## config.mk

```make
export PLATFORM = sky130hd
export DESIGN_NAME = pwm_update_arbiter
export DESIGN_NICKNAME = d
export VERILOG_FILES = /design/src/rtl/pwm_update_arbiter.sv
export SDC_FILE = /design/constraint.sdc
export NUM_CORES = 1
export LEC_CHECK = 0
export ABC_AREA = 1
export BUFFER_PORTS_ARGS = -buffer_cell sky130_fd_sc_hd__buf_2
export CORE_MARGIN = 1.5
export CORE_UTILIZATION = 48
export DETAILED_ROUTE_END_ITERATION = 10
export GPL_ROUTABILITY_DRIVEN = 0
export HOLD_SLACK_MARGIN = 0.03
export PLACE_DENSITY_LB_ADDON = 0.05
export RECOVER_POWER = 25
export SLEW_MARGIN = 20
export SYNTH_ARGS = -nofsm -noshare
export SYNTH_HDL_FRONTEND = slang
export SYNTH_SLANG_ARGS = --single-unit
export TNS_END_PERCENT = 100
```

## constraint.sdc

```tcl
create_clock -name i_clk -period 14.1 [get_ports i_clk]
set_clock_uncertainty 0.2 [all_clocks]
set_input_delay 1.41 -clock i_clk [delete_from_list [all_inputs] [get_ports i_clk]]
set_output_delay 1.41 -clock i_clk [all_outputs]
set_load 0.03 [all_outputs]
```

## src/rtl/pwm_update_arbiter.sv

```systemverilog
// Round-robin arbiter that lets N_REQ requesters share one PWM core; an accepted
// top/compare update is held in a shadow stage and applied at the next period boundary.
module pwm_update_arbiter #(
  parameter int         N_REQ   = 4,
  parameter logic [7:0] RST_TOP = 8'hff
) (
  input  logic               i_clk,
  input  logic               i_rst,
  input  logic [N_REQ-1:0]   i_req_valid,
  input  logic [8*N_REQ-1:0] i_req_top,
  input  logic [9*N_REQ-1:0] i_req_compare,
  output logic [N_REQ-1:0]   o_req_ready,
  input  logic               i_period_end,
  output logic [7:0]         o_top,
  output logic [8:0]         o_compare,
  output logic               o_load,
  output logic [2:0]         o_src,
  output logic               o_busy
);

  typedef enum logic {IDLE = 1'b0, PENDING = 1'b1} state_t;

  state_t               state_q, state_d;
  logic [2:0]           ptr_q;
  logic [2:0]           gnt_idx;
  logic                 gnt_vld;
  logic [2*N_REQ-1:0]   vld_rot;
  logic [3:0]           idx_sum;
  logic [7:0]           sel_top;
  logic [8:0]           sel_cmp;
  logic [7:0]           top_p0;
  logic [8:0]           cmp_p0;
  logic [2:0]           src_p0;

  // Compare limit is top+1 at 9 bits so top=8'hff still allows a full-period duty.
  function automatic logic [8:0] clamp_cmp(input logic [7:0] top, input logic [8:0] cmp);
    logic [8:0] lim;
    lim = {1'b0, top} + 9'd1;
    return (cmp > lim) ? lim : cmp;
  endfunction

  function automatic logic [2:0] next_ptr(input logic [2:0] idx);
    return (idx == 3'(N_REQ - 1)) ? 3'd0 : idx + 3'd1;
  endfunction

  // Arbitration: rotate valid by the pointer and take the lowest set bit.
  always_comb begin
    gnt_vld = 1'b0;
    gnt_idx = '0;
    idx_sum = '0;
    vld_rot = {i_req_valid, i_req_valid} >> ptr_q;
    if (state_q == IDLE && !i_rst) begin
      for (int i = 0; i < N_REQ; i++) begin
        if (!gnt_vld && vld_rot[i]) begin
          gnt_vld = 1'b1;
          idx_sum = 4'(ptr_q) + 4'(i);
          if (idx_sum >= 4'(N_REQ)) idx_sum = idx_sum - 4'(N_REQ);
          gnt_idx = idx_sum[2:0];
        end
      end
    end
  end

  always_comb begin
    sel_top = '0;
    sel_cmp = '0;
    for (int k = 0; k < N_REQ; k++) begin
      if (gnt_idx == 3'(k)) begin
        sel_top = i_req_top[8*k +: 8];
        sel_cmp = i_req_compare[9*k +: 9];
      end
    end
  end

  assign o_req_ready = gnt_vld ? (N_REQ'(1) << gnt_idx) : '0;
  assign o_busy      = (state_q == PENDING);

  always_comb begin
    state_d = state_q;
    case (state_q)
      IDLE:    if (gnt_vld) state_d = PENDING;
      PENDING: if (i_period_end) state_d = IDLE;
      default: state_d = IDLE;
    endcase
  end

  // Stage p0: shadow capture on transfer (data only, no reset needed)
  always_ff @(posedge i_clk) begin
    if (gnt_vld) begin
      top_p0 <= sel_top;
      cmp_p0 <= clamp_cmp(sel_top, sel_cmp);
      src_p0 <= gnt_idx;
    end
  end

  // Stage p1: commit shadow to the PWM core at the period boundary
  always_ff @(posedge i_clk or posedge i_rst) begin
    if (i_rst) begin
      state_q   <= IDLE;
      ptr_q     <= '0;
      o_top     <= RST_TOP;
      o_compare <= '0;
      o_src     <= '0;
      o_load    <= 1'b0;
    end else begin
      state_q <= state_d;
      o_load  <= 1'b0;
      if (gnt_vld) ptr_q <= next_ptr(gnt_idx);
      if (state_q == PENDING && i_period_end) begin
        o_top     <= top_p0;
        o_compare <= cmp_p0;
        o_src     <= src_p0;
        o_load    <= 1'b1;
      end
    end
  end

endmodule

```

==> impl_metrics.py, run 1 <==
metrics = {
    "clocking": {
        "postCtsSetupBuffers": 0,
        "numCtsBuffers": 5,
        "clk_pin_slew_ns": 0.08,
        "cts_resized": 0,
        "cts_tree": "built",
        "clock-sinks": 45,
        "htree_levels": 2,
        "ctsHoldBuffers": 0,
        "clockBufferDepth": 2,
        "worstSkewPairLatency_ns": 0.28,
        "clockRootBuffer": "clkbuf_8",
    },
    "worst_setup_path": {
        "worstPathArrival_ns": 6.47,
        "slowest_stage": "ha_1",
        "crit_family": "simple AND/OR/NAND/NOR gates",
        "cp-startpoint": "i_req_valid[3]",
        "startpoint_type": "input pin",
        "rr_endpoint": "cmp_p0[5]",
        "rr_startpoint": "ptr_q[1]",
        "endpoint_kind": "flop",
        "critical_path_class": "input pin to flop",
        "crit_required_ns": 13.94,
        "worstPathMaxFanout": 22,
        "cpPeakStageDelay_ns": 0.56,
        "crit_top_cell": "nand2_1",
        "cp.depth": 30,
        "r2r_slack_ns": 8.03,
        "critPathBufInv": 5,
        "reg2reg_depth": 29,
    },
    "sta": {
        "hold_ws_ns": 0.2345,
        "slew_headroom": 0.3669,
        "min_period_ns": 6.625,
        "worst_slew_pin_slew_ns": 0.9486,
        "fmax_ghz": 0.1509,
        "finalCritPeriodShare": 0.4699,
        "final_max_slew_viol_count": 0,
        "fin_ws_ns": 7.475,
        "final_hold_viol_count": 0,
        "finalSetupTns_ns": 0,
        "rsz0062_at_grt": "no",
        "setup_viol": 0,
    },
    "global_routing": {
        "grt-ovfl-total": 0,
        "grt_pass1_wl_um": 11880,
        "grt_pass1_vias": 2694,
        "grt_max_degree": 26,
        "antenna_found_initial": 0,
        "grt_use_total": 0.2236,
    },
    "pwr": {
        "total_power_mw": 0.9986,
        "peakVddDrop_v": 0.0001383,
        "powerDensity_nw_per_um2": 272.9,
        "power_leakage_nw": 1.945,
    },
    "final_layout": {
        "finalNetCount": 600,
        "fillers": 587,
        "drive_above_1_share": 0.2749,
        "area_growth_pct": 19.93,
        "final_cells": 588,
        "num_antenna_cells": 0,
    },
    "yosys": {
        "ys_seq_area_frac": 0.4053,
        "synth_seq_cells": 45,
        "syn_area_per_cell_sq_um": 7.280,
        "netlist_area_sq_um": 3050,
        "synth_nets": 507,
        "synth.distinct_cells": 37,
        "yosysWarnings": 0,
        "synthCells": 419,
    },
    "floorplanning": {
        "dieArea_sq_um": 6843,
        "floorplan.initialDensity": 0.5062,
        "core_area_sq_um": 6026,
        "die_x_um": 82.72,
        "pin_count": 101,
        "rows": 28,
        "die_y_um": 82.72,
    },
    "route": {
        "drtAntennaViolNets": 0,
        "vias": 2968,
        "wl_per_cell_um": 12.21,
        "drt_first_pass_iters": 5,
        "routed_wl_um": 7179,
        "drtIter0Drc": 148,
        "vias_per_cell": 5.048,
        "drc": 0,
    },
    "min_path": {
        "hp-start": "cmp_p0[0]",
        "hold_class": "flop to flop",
        "hold_end": "o_compare[0]",
        "hold_path_depth": 2,
    },
    "placed_design": {
        "place_ws_ns": 7.185,
        "portBuffers": 100,
        "placed_cells": 580,
        "hpwlAfterDp_um": 5717,
    },
    "outcome": {
        "outcome": "completed",
    },
    "run": {
        "maxCapViolCount": 0,
    },
}
-- worst min-delay path: cells and delay by family, from the launching register on --
| kind | cells | cell delay, ns |
|---|---|---|
| flip-flops | 1 | 0.32 |
| AND/OR/NAND/NOR | 2 | 0.09 |
-- worst max path at each step --
| stage | end | slack [ns] |
|---|---|---|
| after CTS | cmp_p0[6] | 7.50 |
| after global routing | cmp_p0[6] | 6.82 |
| final | cmp_p0[5] | 7.48 |
| after floorplan | cmp_p0[1] | 8.44 |
| after detailed placement | cmp_p0[6] | 7.18 |
| after global placement | cmp_p0[0] | 7.46 |
-- state kept, by name (all words and copies together) (netlist names) --
| register | flops |
|---|---|
| cmp_p0 | 9 |
| o_compare | 9 |
| o_top | 8 |
| top_p0 | 8 |
| o_src | 3 |
| ptr_q | 3 |
| src_p0 | 3 |
| o_busy | 1 |
| o_load | 1 |
-- logic make-up (layout without fill, tap and decap cells) --
family	count (synthesis)	after routing	synth area share
other cells	1	1	0.001229
simple gates	248	248	0.3519
xor+xnor	1	1	0.002872
compound gates	63	63	0.1190
fa+ha+maj	13	13	0.05332
buf+inv	48	142	0.06644
flops	45	45	0.4053
-- per-stage QoR --
stage	instance area (sq um)	util
after floorplan	3050	-
after global placement	3573	0.5930
after detailed placement	3573	0.5930
after CTS	3665	0.6082
after global routing	3659	0.6071
final	3659	0.6071
-- routing by layer --
metal,GRT usage,share of wire
met5,0,0
met4,0.06167,0.013
met3,0.04725,0.070
met2,0.3699,0.44
met1,0.2946,0.48
-- cell type report --
type | instances | area (sq um) | area share
Tap cell | 75 | 93.84 | 0.02565
Clock buffer | 6 | 82.58 | 0.02257
Multi-Input combinational cell | 326 | 1612 | 0.4405
Timing Repair Buffer | 101 | 501.7 | 0.1371
Clock inverter | 2 | 8.758 | 0.002394
Inverter | 33 | 123.9 | 0.03386
Sequential cell | 45 | 1236 | 0.3379
-- synth_stat cells, drive strengths merged --
library cell | n | area (sq um)
nand2 | 178 | 713.2
o21ai | 36 | 191.4
inv | 33 | 123.9
nor2 | 32 | 152.7
nand3 | 30 | 155.1
a21oi | 20 | 118.9
edfxtp | 20 | 600.6
dfrtp | 17 | 425.4
ha | 13 | 162.7
clkbuf | 9 | 33.78
dfstp | 8 | 210.2
buf | 6 | 45.03
nand3b | 3 | 22.52
nand4 | 3 | 18.77
o211ai | 2 | 15.01
a211oi | 1 | 7.510
a221oi | 1 | 8.760
a31oi | 1 | 6.260
conb | 1 | 3.750
nor3 | 1 | 5.000
o21bai | 1 | 7.510
o31ai | 1 | 7.510
or2 | 1 | 6.260
xnor2 | 1 | 8.760
-- where the power goes --
group / switching [mW] / internal, mW
clock: 0.0401 / 0.0388
sequential: 0.0259 / 0.231
combinational: 0.451 / 0.211
total: 0.517 / 0.481
-- layout by cell type (no fill, tap or decap), drive strengths merged, types with 2 or more instances in the layout --
master,netlist,layout
dfstp,8,8
nand2,178,178
o211ai,2,2
buf,6,98
clkbuf,9,9
nor2,32,32
clkinv,0,2
inv,33,33
nand4,3,3
dfrtp,17,17
a21oi,20,20
ha,13,13
nand3,30,30
o21ai,36,36
nand3b,3,3
edfxtp,20,20
No activity file was read; power rests on OpenSTA's default activity.
==> inputs of run 2 (changes only) <==
Clock period 14.1 ns to 6.42 ns, I/O delays scaled along.
==> impl_metrics.py, run 2 (same netlist as run 1, synthesis figures left out) <==
metrics = {
    "outcome": {
        "outcome": "completed",
    },
    "pwr": {
        "powerDensity_nw_per_um2": 595.2,
        "peakVddDrop_v": 0.0003055,
        "total_power_mw": 2.182,
        "power_leakage_nw": 1.949,
    },
    "clocking": {
        "clockRootBuffer": "clkbuf_8",
        "clk_pin_slew_ns": 0.08,
        "cts_resized": 0,
        "htree_levels": 2,
        "numCtsBuffers": 5,
        "postCtsSetupBuffers": 0,
        "clock-sinks": 45,
        "clockBufferDepth": 2,
        "worstSkewPairLatency_ns": 0.29,
        "ctsHoldBuffers": 0,
        "cts_tree": "built",
    },
    "worst_setup_path": {
        "endpoint_kind": "flop",
        "worstPathArrival_ns": 5.32,
        "crit_family": "simple AND/OR/NAND/NOR gates",
        "crit_top_cell": "nand2_1",
        "critPathBufInv": 5,
        "startpoint_type": "flop",
        "critical_path_class": "flop to flop",
        "crit_required_ns": 6.26,
        "slowest_stage": "dfrtp_1",
        "worstPathMaxFanout": 20,
        "r2r_slack_ns": 0.94,
        "cpPeakStageDelay_ns": 0.47,
    },
    "floorplanning": {
        "dieArea_sq_um": 6843,
        "floorplan.initialDensity": 0.5062,
        "die_x_um": 82.72,
        "core_area_sq_um": 6026,
        "pin_count": 101,
        "die_y_um": 82.72,
        "rows": 28,
    },
    "final_layout": {
        "drive_above_1_share": 0.2757,
        "final_common_cell": "nand2_1",
        "area_growth_pct": 20.18,
        "finalNetCount": 602,
        "final_area_sq_um": 3666,
        "largestRegisters": "cmp_p0 (9), o_compare (9)",
        "fillers": 580,
        "num_antenna_cells": 0,
        "final_cell_mix": "nand2_1, buf_2, inv_1",
    },
    "sta": {
        "slew_headroom": 0.3743,
        "finalCritPeriodShare": 0.8533,
        "final_hold_viol_count": 0,
        "worst_slew_pin_slew_ns": 0.9375,
        "rsz0062_at_grt": "no",
        "finalSetupTns_ns": 0,
        "fmax_ghz": 0.1825,
        "setup_viol": 0,
        "final_max_slew_viol_count": 0,
        "min_period_ns": 5.478,
    },
    "global_routing": {
        "grt_use_total": 0.2228,
        "antenna_found_initial": 0,
        "grt_pass1_vias": 2689,
        "grt-ovfl-total": 0,
        "grt_pass1_wl_um": 11820,
        "grt_max_degree": 26,
    },
    "placed_design": {
        "place_area_sq_um": 3588,
        "hpwlAfterDp_um": 5678,
        "portBuffers": 100,
    },
    "run": {
        "maxCapViolCount": 0,
    },
    "route": {
        "drtAntennaViolNets": 0,
        "drtIter0Drc": 143,
        "drc": 0,
        "drt_first_pass_iters": 5,
        "vias_per_cell": 5.017,
        "wl_per_cell_um": 11.91,
        "routed_wl_um": 7028,
        "vias": 2960,
    },
    "min_path": {
        "hold_class": "flop to flop",
    },
}
[run 2: changes by cell type in the layout (fill, tap and decap cells not counted)]
cell	change
clkbuf_1	+2
clkbuf_8	-1
clkinv_1	-1
buf_4	+3
buf_2	-1
[run 2: per-stage QoR]
stage	instances	setup WS, ns	util	hold WS, ns
6_report	590	0.9416	0.6084	0.2284
5_1_grt	590	0.2523	0.6084	0.2589
4_1_cts	590	0.9864	0.6090	0.2331
3_5_place_dp	582	0.8397	0.5955	0.2254
3_3_place_gp	582	1.094	0.5955	0.2282
2_1_floorplan	419	1.528	-	0.2184
[run 2: area by class of cell]
cell class	instances	area (sq um)	share of cell area
clock buffers	7	76.32	0.02082
clock inverters	1	5.005	0.001365
well taps	75	93.84	0.02560
inverters	33	123.9	0.03379
multi-input cells	326	1612	0.4396
flip-flops and latches	45	1236	0.3372
repair buffers	103	519.2	0.1416
[run 2: path summary, 6_finish.rpt]
kind,start,end,cells past startpoint
min in group asynchronous,i_rst,ptr_q[0],2
setup reg to reg,ptr_q[0],cmp_p0[6],31
max in group asynchronous,i_rst,o_compare[1],2
hold / removal,cmp_p0[5],o_compare[5],2
hold reg to reg,cmp_p0[5],o_compare[5],2
setup / recovery,ptr_q[0],cmp_p0[6],31
[run 2: power by group]
group / switching [mW] / total, mW / internal (mW) / leakage [nW]
sequential: 0.0567 / 0.565 / 0.508 / 0.488
combinational: 0.988 / 1.46 / 0.470 / 1.42
clock: 0.0835 / 0.160 / 0.0763 / 0.0422
[run 2: routing by layer]
metal	global-route usage	up-vias	share of wire	wire length [um]
met3	0.03297	9	0.074	522
met5	0	-	0	0
met1	0.3083	1266	0.48	3367
met2	0.3634	135	0.43	3033
met4	0.05833	0	0.015	104
li1	-	1550	-	-
[run 2: worst min-delay path: stages, from the launching register on]
cell and delay, ns:
edfxtp_1 0.32, nand2_1 0.05, nand2_1 0.04
